[src/rtl/tow_pkg.sv]
// Shared types and encodings for the tug-of-war match controller.
package tow_pkg;

  typedef enum logic [2:0] {
    ST_RESET     = 3'd0,
    ST_WAIT      = 3'd1,
    ST_DARK      = 3'd2,
    ST_PLAY      = 3'd3,
    ST_GLOAT     = 3'd4,
    ST_MATCH_END = 3'd5
  } tow_state_e;

  localparam logic [1:0] LED_OFF   = 2'd0;
  localparam logic [1:0] LED_SN    = 2'd1;
  localparam logic [1:0] LED_SCORE = 2'd2;
  localparam logic [1:0] LED_ON    = 2'd3;

  localparam logic PLAYER_A = 1'b0;
  localparam logic PLAYER_B = 1'b1;

endpackage

[src/rtl/tow_tick_counter.sv]
// Counts slow-tick strobes within a phase; done flags the target-th strobe.
module tow_tick_counter #(
  parameter int CW = 2
) (
  input  logic          clk,
  input  logic          rst,
  input  logic          slowen,
  input  logic          clr,
  input  logic [CW-1:0] target,
  output logic          done
);

  localparam logic [CW-1:0] CNT_MAX = {CW{1'b1}};

  logic [CW-1:0] cnt_q;
  logic [CW-1:0] cnt_d;

  // Next count: clear on phase change, otherwise count strobes and hold at the top.
  always_comb begin
    cnt_d = cnt_q;
    if (clr) begin
      cnt_d = {CW{1'b0}};
    end else if (slowen && (cnt_q != CNT_MAX)) begin
      cnt_d = cnt_q + CW'(1);
    end else begin
      cnt_d = cnt_q;
    end
  end

  // Count register.
  always_ff @(posedge clk or posedge rst) begin
    if (rst) begin
      cnt_q <= {CW{1'b0}};
    end else begin
      cnt_q <= cnt_d;
    end
  end

  // The strobe that brings the count to the target completes the phase.
  assign done = slowen && (cnt_q == (target - CW'(1)));

endmodule

[src/rtl/tow_match_ctrl.sv]
// Match-level controller: round sequencing, scoring, false starts, match end.
module tow_match_ctrl
  import tow_pkg::*;
#(
  parameter int WAIT_TICKS     = 2,
  parameter int GLOAT_TICKS    = 2,
  parameter int ROUNDS_TO_WIN  = 3,
  parameter int ROUNDS_W       = 2,
  parameter bit FALSE_START_EN = 1'b1
) (
  input  logic                clk,
  input  logic                rst,
  input  logic                slowen,
  input  logic                random,
  input  logic                btn_a,
  input  logic                btn_b,
  input  logic                winrnd,
  input  logic                win_side,
  input  logic                new_match,
  output logic                leds_on,
  output logic                clear,
  output logic [1:0]          leds_ctrl,
  output logic [ROUNDS_W-1:0] score_a,
  output logic [ROUNDS_W-1:0] score_b,
  output logic                false_start,
  output logic                match_over,
  output logic                match_winner
);

  localparam int TMAX = (WAIT_TICKS > GLOAT_TICKS) ? WAIT_TICKS : GLOAT_TICKS;
  localparam int CW   = $clog2(TMAX + 1);
  localparam logic [ROUNDS_W-1:0] R_MAX = ROUNDS_W'(ROUNDS_TO_WIN);

  tow_state_e          state_q, state_d;
  logic [ROUNDS_W-1:0] score_a_q, score_a_d;
  logic [ROUNDS_W-1:0] score_b_q, score_b_d;
  logic                fs_q, fs_d;
  logic                winner_q, winner_d;
  logic [CW-1:0]       tick_target;
  logic                tick_done;

  // Saturating round-score increment.
  function automatic logic [ROUNDS_W-1:0] sat_inc(input logic [ROUNDS_W-1:0] s);
    if (s != R_MAX) begin
      return s + ROUNDS_W'(1);
    end else begin
      return s;
    end
  endfunction

  // Only WAIT and GLOAT are timed phases; the target is irrelevant elsewhere.
  assign tick_target = (state_q == ST_WAIT) ? CW'(WAIT_TICKS) : CW'(GLOAT_TICKS);

  tow_tick_counter #(.CW(CW)) u_tick (
    .clk    (clk),
    .rst    (rst),
    .slowen (slowen),
    .clr    (state_d != state_q),
    .target (tick_target),
    .done   (tick_done)
  );

  // Next-state, scoring, false-start and winner computation.
  always_comb begin
    state_d   = state_q;
    score_a_d = score_a_q;
    score_b_d = score_b_q;
    fs_d      = 1'b0;
    winner_d  = winner_q;
    case (state_q)
      ST_RESET: begin
        state_d   = ST_WAIT;
        score_a_d = {ROUNDS_W{1'b0}};
        score_b_d = {ROUNDS_W{1'b0}};
      end
      ST_WAIT: begin
        if (tick_done) state_d = ST_DARK;
        else           state_d = ST_WAIT;
      end
      ST_DARK: begin
        if (winrnd) begin
          state_d = ST_GLOAT;
          if (win_side == PLAYER_B) score_b_d = sat_inc(score_b_q);
          else                      score_a_d = sat_inc(score_a_q);
        end else if (FALSE_START_EN && (btn_a || btn_b)) begin
          // A lone early press forfeits to the opponent; a simultaneous one is a void round.
          state_d = ST_GLOAT;
          fs_d    = 1'b1;
          if (btn_a && !btn_b)      score_b_d = sat_inc(score_b_q);
          else if (btn_b && !btn_a) score_a_d = sat_inc(score_a_q);
          else                      score_a_d = score_a_q;
        end else if (slowen && random) begin
          state_d = ST_PLAY;
        end else begin
          state_d = ST_DARK;
        end
      end
      ST_PLAY: begin
        if (winrnd) begin
          state_d = ST_GLOAT;
          if (win_side == PLAYER_B) score_b_d = sat_inc(score_b_q);
          else                      score_a_d = sat_inc(score_a_q);
        end else begin
          state_d = ST_PLAY;
        end
      end
      ST_GLOAT: begin
        if (tick_done) begin
          if ((score_a_q == R_MAX) || (score_b_q == R_MAX)) begin
            state_d  = ST_MATCH_END;
            winner_d = (score_a_q == R_MAX) ? PLAYER_A : PLAYER_B;
          end else begin
            state_d = ST_DARK;
          end
        end else begin
          state_d = ST_GLOAT;
        end
      end
      ST_MATCH_END: begin
        if (new_match) begin
          state_d   = ST_WAIT;
          score_a_d = {ROUNDS_W{1'b0}};
          score_b_d = {ROUNDS_W{1'b0}};
        end else begin
          state_d = ST_MATCH_END;
        end
      end
      default: begin
        state_d   = ST_RESET;
        score_a_d = {ROUNDS_W{1'b0}};
        score_b_d = {ROUNDS_W{1'b0}};
      end
    endcase
  end

  // State and match registers.
  always_ff @(posedge clk or posedge rst) begin
    if (rst) begin
      state_q   <= ST_RESET;
      score_a_q <= {ROUNDS_W{1'b0}};
      score_b_q <= {ROUNDS_W{1'b0}};
      fs_q      <= 1'b0;
      winner_q  <= PLAYER_A;
    end else begin
      state_q   <= state_d;
      score_a_q <= score_a_d;
      score_b_q <= score_b_d;
      fs_q      <= fs_d;
      winner_q  <= winner_d;
    end
  end

  // LED datapath controls decoded from the current state.
  always_comb begin
    leds_on    = 1'b1;
    clear      = 1'b1;
    leds_ctrl  = LED_SN;
    match_over = 1'b0;
    case (state_q)
      ST_RESET:     begin leds_on = 1'b1; clear = 1'b1; leds_ctrl = LED_SN;    end
      ST_WAIT:      begin leds_on = 1'b1; clear = 1'b1; leds_ctrl = LED_ON;    end
      ST_DARK:      begin leds_on = 1'b0; clear = 1'b0; leds_ctrl = LED_OFF;   end
      ST_PLAY:      begin leds_on = 1'b1; clear = 1'b0; leds_ctrl = LED_SCORE; end
      ST_GLOAT:     begin leds_on = 1'b1; clear = 1'b1; leds_ctrl = LED_SCORE; end
      ST_MATCH_END: begin
        leds_on    = 1'b1;
        clear      = 1'b1;
        leds_ctrl  = LED_SCORE;
        match_over = 1'b1;
      end
      default:      begin leds_on = 1'b1; clear = 1'b1; leds_ctrl = LED_SN;    end
    endcase
  end

  assign score_a      = score_a_q;
  assign score_b      = score_b_q;
  assign false_start  = fs_q;
  assign match_winner = winner_q;

endmodule

[config.mk]
export PLATFORM = sky130hd
export DESIGN_NAME = tow_match_ctrl
export DESIGN_NICKNAME = d
export VERILOG_FILES = /design/src/rtl/tow_pkg.sv /design/src/rtl/tow_tick_counter.sv /design/src/rtl/tow_match_ctrl.sv
export SDC_FILE = /design/constraint.sdc
export NUM_CORES = 1
export LEC_CHECK = 0
export CAP_MARGIN = 25
export CORE_UTILIZATION = 50
export DETAILED_ROUTE_END_ITERATION = 16
export GPL_TIMING_DRIVEN = 0
export HOLD_SLACK_MARGIN = 0.02
export PLACE_DENSITY = 0.8
export SETUP_SLACK_MARGIN = 0.5
export SYNTH_ARGS = -nofsm -noshare
export SYNTH_HDL_FRONTEND = slang
export SYNTH_SLANG_ARGS = --single-unit
export TNS_END_PERCENT = 20
[constraint.sdc]
create_clock -name clk -period 4.1 [get_ports clk]
set_input_delay 1.025 -clock clk [delete_from_list [all_inputs] [get_ports clk]]
set_output_delay 1.025 -clock clk [all_outputs]
set_load 0.02 [all_outputs]
==> results.sh <==
export IMPL_wl_microns=2010
export IMPL_worstPathArrival_ns=2.09
export IMPL_holdWs_ns=0.512
export IMPL_drc=1
export IMPL_status="complete, but fails checks"
export IMPL_synth_async_reset_ratio=1.00
export IMPL_leakagePower_nw=0.466
export IMPL_grt_start_max_net_pins=12
export IMPL_area_growth_pct=27.2
export IMPL_die_w_microns=43.7
export IMPL_layout_setup_ws_ns=0.990
export IMPL_n_fill_cell=126
export IMPL_nets=137
export IMPL_postRouteAntennaNets=0
export IMPL_drive_gt1_frac=0.0813
export IMPL_ys_seq_area_frac=0.316
export IMPL_insertion_delay_ns=0.26
export IMPL_synth_top_cells_by_count="11 x dfrtp_1, 9 x inv_1, 7 x nor2_1"
export IMPL_ys_ff_latch=11
export IMPL_multi_input_area_sq_um=539
export IMPL_synth_top_cell_by_area="dfrtp_1"
export IMPL_n_antenna_cell=0
export IMPL_crit_fanout=10
export IMPL_route_vias_total=857
export IMPL_synth_flop_cell="dfrtp_1"
export IMPL_antenna_found_initial=0
export IMPL_grt_use_total=0.246
export IMPL_synth_edf_count=0
export IMPL_violations="DRC"
export IMPL_yosys_warnings=0
export IMPL_period_minus_slack_ns=3.11
export IMPL_power_density_nw_per_um2=662
export IMPL_grt_pass1_wl_microns=3330
export IMPL_seq_area_sq_um=275
export IMPL_die_area_sq_um=1910
export IMPL_syn_nets=113
export IMPL_ios=20
export IMPL_clkSinkCount=11
export IMPL_grt_ovfl_total=0
export IMPL_first_global_vias=796
export IMPL_htreeDepth=1
export IMPL_slew_violations=0
export IMPL_syn_inst=100
export IMPL_crit_slowest_cell="clkdlybuf4s50_1"
export IMPL_route_met3_wl_microns=114
export IMPL_finalClockSkew_ns=0.00278
export IMPL_setup_violations_final=0
export IMPL_dpl_cell_area_sq_um=1080
export IMPL_worstPathRequired_ns=3.07
export IMPL_report_final_hold_viol_count=0
export IMPL_rows=14
export IMPL_synth_distinct_cells=45
export IMPL_path_class="flop to output port"
export IMPL_root_buffer="clkbuf_4"
export IMPL_drt_pre_antenna_iters=10
export IMPL_netlist_area_sq_um=871
export IMPL_synth_area_per_cell_sq_um=8.71
export IMPL_initialDrtViolationCount=22
export IMPL_holdBufCountCts=0
export IMPL_via_per_inst=6.17
export IMPL_stdcell_count=139
export IMPL_wire_per_inst_microns=14.5
export IMPL_tightest_slew_ns=0.455
export IMPL_cts_max_path_buffers=2
export IMPL_core_area_sq_um=1560
export IMPL_postLayoutCellArea_sq_um=1110
export IMPL_wl_met2_microns=858
export IMPL_synth_area_leaders="dfrtp_1 32%, ha_1 5.7%, inv_1 3.9%"
export IMPL_cts_tree="yes"
export IMPL_power_mw=0.733
export IMPL_hold_path_class="flop to flop"
export IMPL_rsz0062_at_grt="no"
export IMPL_timing_fmax_ghz=0.322
export IMPL_crit_path_end_kind="output port"
export IMPL_vdd_drop_max_mv=0.433
export IMPL_wirelength_met1_microns=992
export IMPL_start_util=0.559
export IMPL_gp_congestion=0.872
export IMPL_synth_top_area_frac=0.316
export IMPL_dr_max_layer_used="met4"
export IMPL_die_h_microns=43.7
export IMPL_preCtsSetupSlack_ns=1.26
export IMPL_relSlewSlack=0.697
export IMPL_worst_path_largest_cell_delay_ns=0.63
export IMPL_fin_setup_tns_ns=0
export IMPL_crit_chain="buf_2, buf_1, inv_1, o21ai_0, clkdlybuf4s50_1"
export IMPL_post_cts_setup_buffers=0
export IMPL_start_kind="flop"
export IMPL_cts_buffers=3
export IMPL_hpwl_microns=1570
export IMPL_io_buffers=19
export IMPL_fin_crit_sh=0.759
export IMPL_final_core_util=0.710
export IMPL_yosysMostFrequentCell="dfrtp_1"
export IMPL_clk_pin_slew_ns=0.06
export IMPL_maxCapViolCount=0
export IMPL_dp_cells=135
export IMPL_cts_resized_gates=0
==> registers in the layout (all words and copies together) (netlist names) <==
register      cells
state_q           3
score_b           2
match_winner      1
score_a           2
u_tick.cnt_q      2
false_start       1
==> path summary, 6_finish.rpt <==
path / startpoint / to / slack, ns / depth (start not counted)
setup / recovery: state_q[0]$_DFF_PP0_ / leds_ctrl[1] / 0.99 / 5
hold / removal: match_winner$_DFFE_PP0P_ / match_winner$_DFFE_PP0P_ / 0.51 / 1
setup reg to reg: state_q[2]$_DFF_PP0_ / u_tick.cnt_q[0]$_DFFE_PP0P_ / 2.24 / 4
hold reg to reg: match_winner$_DFFE_PP0P_ / match_winner$_DFFE_PP0P_ / 0.51 / 1
max in group asynchronous: rst / score_b[1]$_DFFE_PP0P_ / 2.79 / 2
min in group asynchronous: rst / u_tick.cnt_q[1]$_DFFE_PP0P_ / 1.04 / 2
==> final cells by class <==
cell class / instances / share of cell area
inverters: 10 / 0.0339
flip-flops and latches: 11 / 0.249
multi-input cells: 75 / 0.487
clock buffers: 4 / 0.0237
plain buffers: 4 / 0.0169
well taps: 16 / 0.0181
repair buffers: 19 / 0.172
==> critical path: cells and delay by family (launching register included) <==
kind / cells / cell delay [ns]
AOI/OAI and AO/OA: 1 / 0.18
buffers and inverters: 4 / 1.34
DFF: 1 / 0.31
==> power breakdown <==
group / switching [mW] / internal (mW) / leakage [nW]
Clock: 0.0295 / 0.0374 / 0.0150
Sequential: 0.0365 / 0.143 / 0.145
Combinational: 0.271 / 0.216 / 0.306
==> cell families (layout without fill, tap and decap cells) <==
kind of cell / Yosys count / after routing / synth area share
mux: 1 / 1 / 0.0129
buf+inv: 14 / 37 / 0.0646
flops: 11 / 11 / 0.316
fa+ha+maj: 4 / 4 / 0.0575
simple gates: 36 / 36 / 0.259
compound gates: 33 / 33 / 0.280
xor+xnor: 1 / 1 / 0.0101
==> routing by layer <==
metal,up-vias,GRT usage
li1,422,-
met3,5,0.0583
met4,0,0.156
met2,26,0.364
met5,-,0
met1,404,0.323
==> cell usage in the layout, fill, tap and decap left out, types with 3 or more instances in the layout <==
master	instances
clkdlybuf4s50_1	19
dfrtp_1	11
inv_1	9
nor2_1	7
nand2_1	6
a21oi_1	5
o21ai_0	5
ha_1	4
buf_2	3
nand3b_1	3
nor2b_1	3
nor4_1	3
clkbuf_4	3
Power figures use the tool's default switching activity.
==> RTL edit (same flow settings) <==
Add an input register stage for `btn_b`, cleared by the reset; this delays it by one clock. The other inputs are not delayed to match.
--- a/src/rtl/tow_match_ctrl.sv
+++ b/src/rtl/tow_match_ctrl.sv
@@ -30,6 +30,16 @@
   localparam int TMAX = (WAIT_TICKS > GLOAT_TICKS) ? WAIT_TICKS : GLOAT_TICKS;
   localparam int CW   = $clog2(TMAX + 1);
   localparam logic [ROUNDS_W-1:0] R_MAX = ROUNDS_W'(ROUNDS_TO_WIN);
+
+  logic btn_b_q;
+
+  always_ff @(posedge clk or posedge rst) begin
+    if (rst) begin
+      btn_b_q <= '0;
+    end else begin
+      btn_b_q <= btn_b;
+    end
+  end
 
   tow_state_e          state_q, state_d;
   logic [ROUNDS_W-1:0] score_a_q, score_a_d;
@@ -82,12 +92,12 @@
           state_d = ST_GLOAT;
           if (win_side == PLAYER_B) score_b_d = sat_inc(score_b_q);
           else                      score_a_d = sat_inc(score_a_q);
-        end else if (FALSE_START_EN && (btn_a || btn_b)) begin
+        end else if (FALSE_START_EN && (btn_a || btn_b_q)) begin
           // A lone early press forfeits to the opponent; a simultaneous one is a void round.
           state_d = ST_GLOAT;
           fs_d    = 1'b1;
-          if (btn_a && !btn_b)      score_b_d = sat_inc(score_b_q);
-          else if (btn_b && !btn_a) score_a_d = sat_inc(score_a_q);
+          if (btn_a && !btn_b_q)      score_b_d = sat_inc(score_b_q);
+          else if (btn_b_q && !btn_a) score_a_d = sat_inc(score_a_q);
           else                      score_a_d = score_a_q;
         end else if (slowen && random) begin
           state_d = ST_PLAY;
Formal check against the unedited RTL: not equivalent (a bounded check fails within 10 cycles, from zero or initial values and one cycle with rst high).
==> RTL edit against the original RTL <==
  * Power shrank 9.0%
  * Clock power grew 9.0%
  * Area after synthesis shrank 0.43%
  * Critical path depth is the same
  * Register-to-register slack gained 90 ps
  * Global-route usage shrank 1.6 points
  * Worst setup slack gained 250 ps
  * The flow still finishes with violations (design-rule violations)
  * Cell area shrank 0.68%
  * Synthesized cell count shrank 4.0%
  * Sequential cell count grew 1
  * Highest routed layer unchanged
  * Non-clock buffer count grew 1
  * Via count shrank 1.2%
  * Routed wire length shrank 2.3%
==> RTL edit: results (changes against the original RTL) <==
stage	metric	value	unit	change
status	result of the run	finished with violations		
status	violated checks	design-rule violations		
critical_path	longest individual stage delay on the worst path	590	ps	-40 ps
routing	drt drc	1		unchanged
placement	RD Place Congestion	0.889		+2.0%
routing	number of vias after detailed routing	847		-1.2%
yosys	commonest cells in the netlist	dfrtp_1 (12), nand2_1 (8), a21oi_1 (6), a41oi_1 (6), nor2_1 (6)		
clocking	Worst-Skew Late Latency	270	ps	
routing	metal2 WL	947	um	+10%
placement	Area after DPL	1080	um2	-0.35%
grt	global-route wire length before repair	3230	um	-2.9%
yosys	top post-synthesis cells by area	dfrtp_1 (35%), a41oi_1 (6.1%), ha_1 (5.8%)		
grt	via count of the first global-routing pass	717		-9.9%
yosys	fraction of the yosys area taken by sequential cells	34.6	%	+3.0 points
grt	met3 Usage GRT	4.17	%	-1.7 points
grt	GR Layer Usage met2	35.8	%	-0.60 points
power_and_ir_drop	power density normalized to cell area	607	nW/um2	-8.3%
power_and_ir_drop	peak supply drop	0.000368	V	-15%
clocking	H-tree level count	1		unchanged
cells_and_area	layout cells sized above 1	10.2	%	+2.0 points
power_and_ir_drop	Static Leak	0.448	nW	-3.9%
critical_path	arrival time of the worst setup path	1840	ps	-250 ps
sta	worst rel slew slack	69.9	%	+0.24 points
placement	total instance count after detailed placement	131		-3.0%
yosys	mean instance size in the synthesized netlist	9.03	um2	+3.7%
grt	largest net degree at the start of global routing	13		+1
grt	met1 Resource Use GR	31.6	%	-0.77 points
routing	wire length per cell after detailed routing	14.7	um	+1.3%
grt	GRT Overall Usage	23.0	%	-1.6 points
routing	M1 WL	884	um	-11%
placement	Detailed Place HPWL	1470	um	-6.4%
yosys	post-synthesis net count	109		-3.5%
clocking	Gates resized, CTS repair	0		unchanged
placement	Post-Place Worst Slack	1330	ps	+74.3 ps
routing	number of search-and-repair iterations in the first detailed-routing pass	10		unchanged
power_and_ir_drop	switching portion of total power	43.7	%	-2.3 points
routing	met3 wire len	102	um	-11%
routing	number of violations reported at the end of detailed-routing iteration 0	24		+9.1%
power_and_ir_drop	clock distribution power	72.9	uW	+9.0%
power_and_ir_drop	combinational fraction of design power	60.0	%	-6.4 points
sta	clock skew after layout	0.928	ps	-1.85 ps
yosys	number of distinct library cells after synthesis	39		-13%
yosys	predominant post-synthesis flop cell	dfrtp_1		
routing	via density per instance	6.32		+2.5%
-- RTL edit: worst paths after layout --
check                      startpoint         endpoint  slack [ps]  cells past startpoint
setup / recovery           state_q[2]            clear        1240                      5
hold / removal             score_a[1]     match_winner         560                      1
setup reg to reg           state_q[2]  u_tick.cnt_q[1]        2330                      5
hold reg to reg            score_a[1]     match_winner         560                      1
max in group asynchronous         rst       score_b[1]        2730                      2
min in group asynchronous         rst       score_a[1]        1050                      2
-- RTL edit: final cells by class --
class	count	area, um2
flip-flops and latches	12	300
well taps	16	20.0
fillers	126	459
multi-input cells	74	515
clock buffers	3	22.5
plain buffers	5	32.5
repair buffers	19	190
inverters	5	18.8
-- RTL edit: kinds of logic (layout without fill, tap and decap cells) --
logic type,count (synthesis),in the layout,synth area share [%]
buf+inv,10,32,5.92
compound gates,34,34,29.0
xor+xnor,1,1,1.01
flops,12,12,34.6
fa+ha+maj,4,4,5.77
simple gates,35,35,23.7
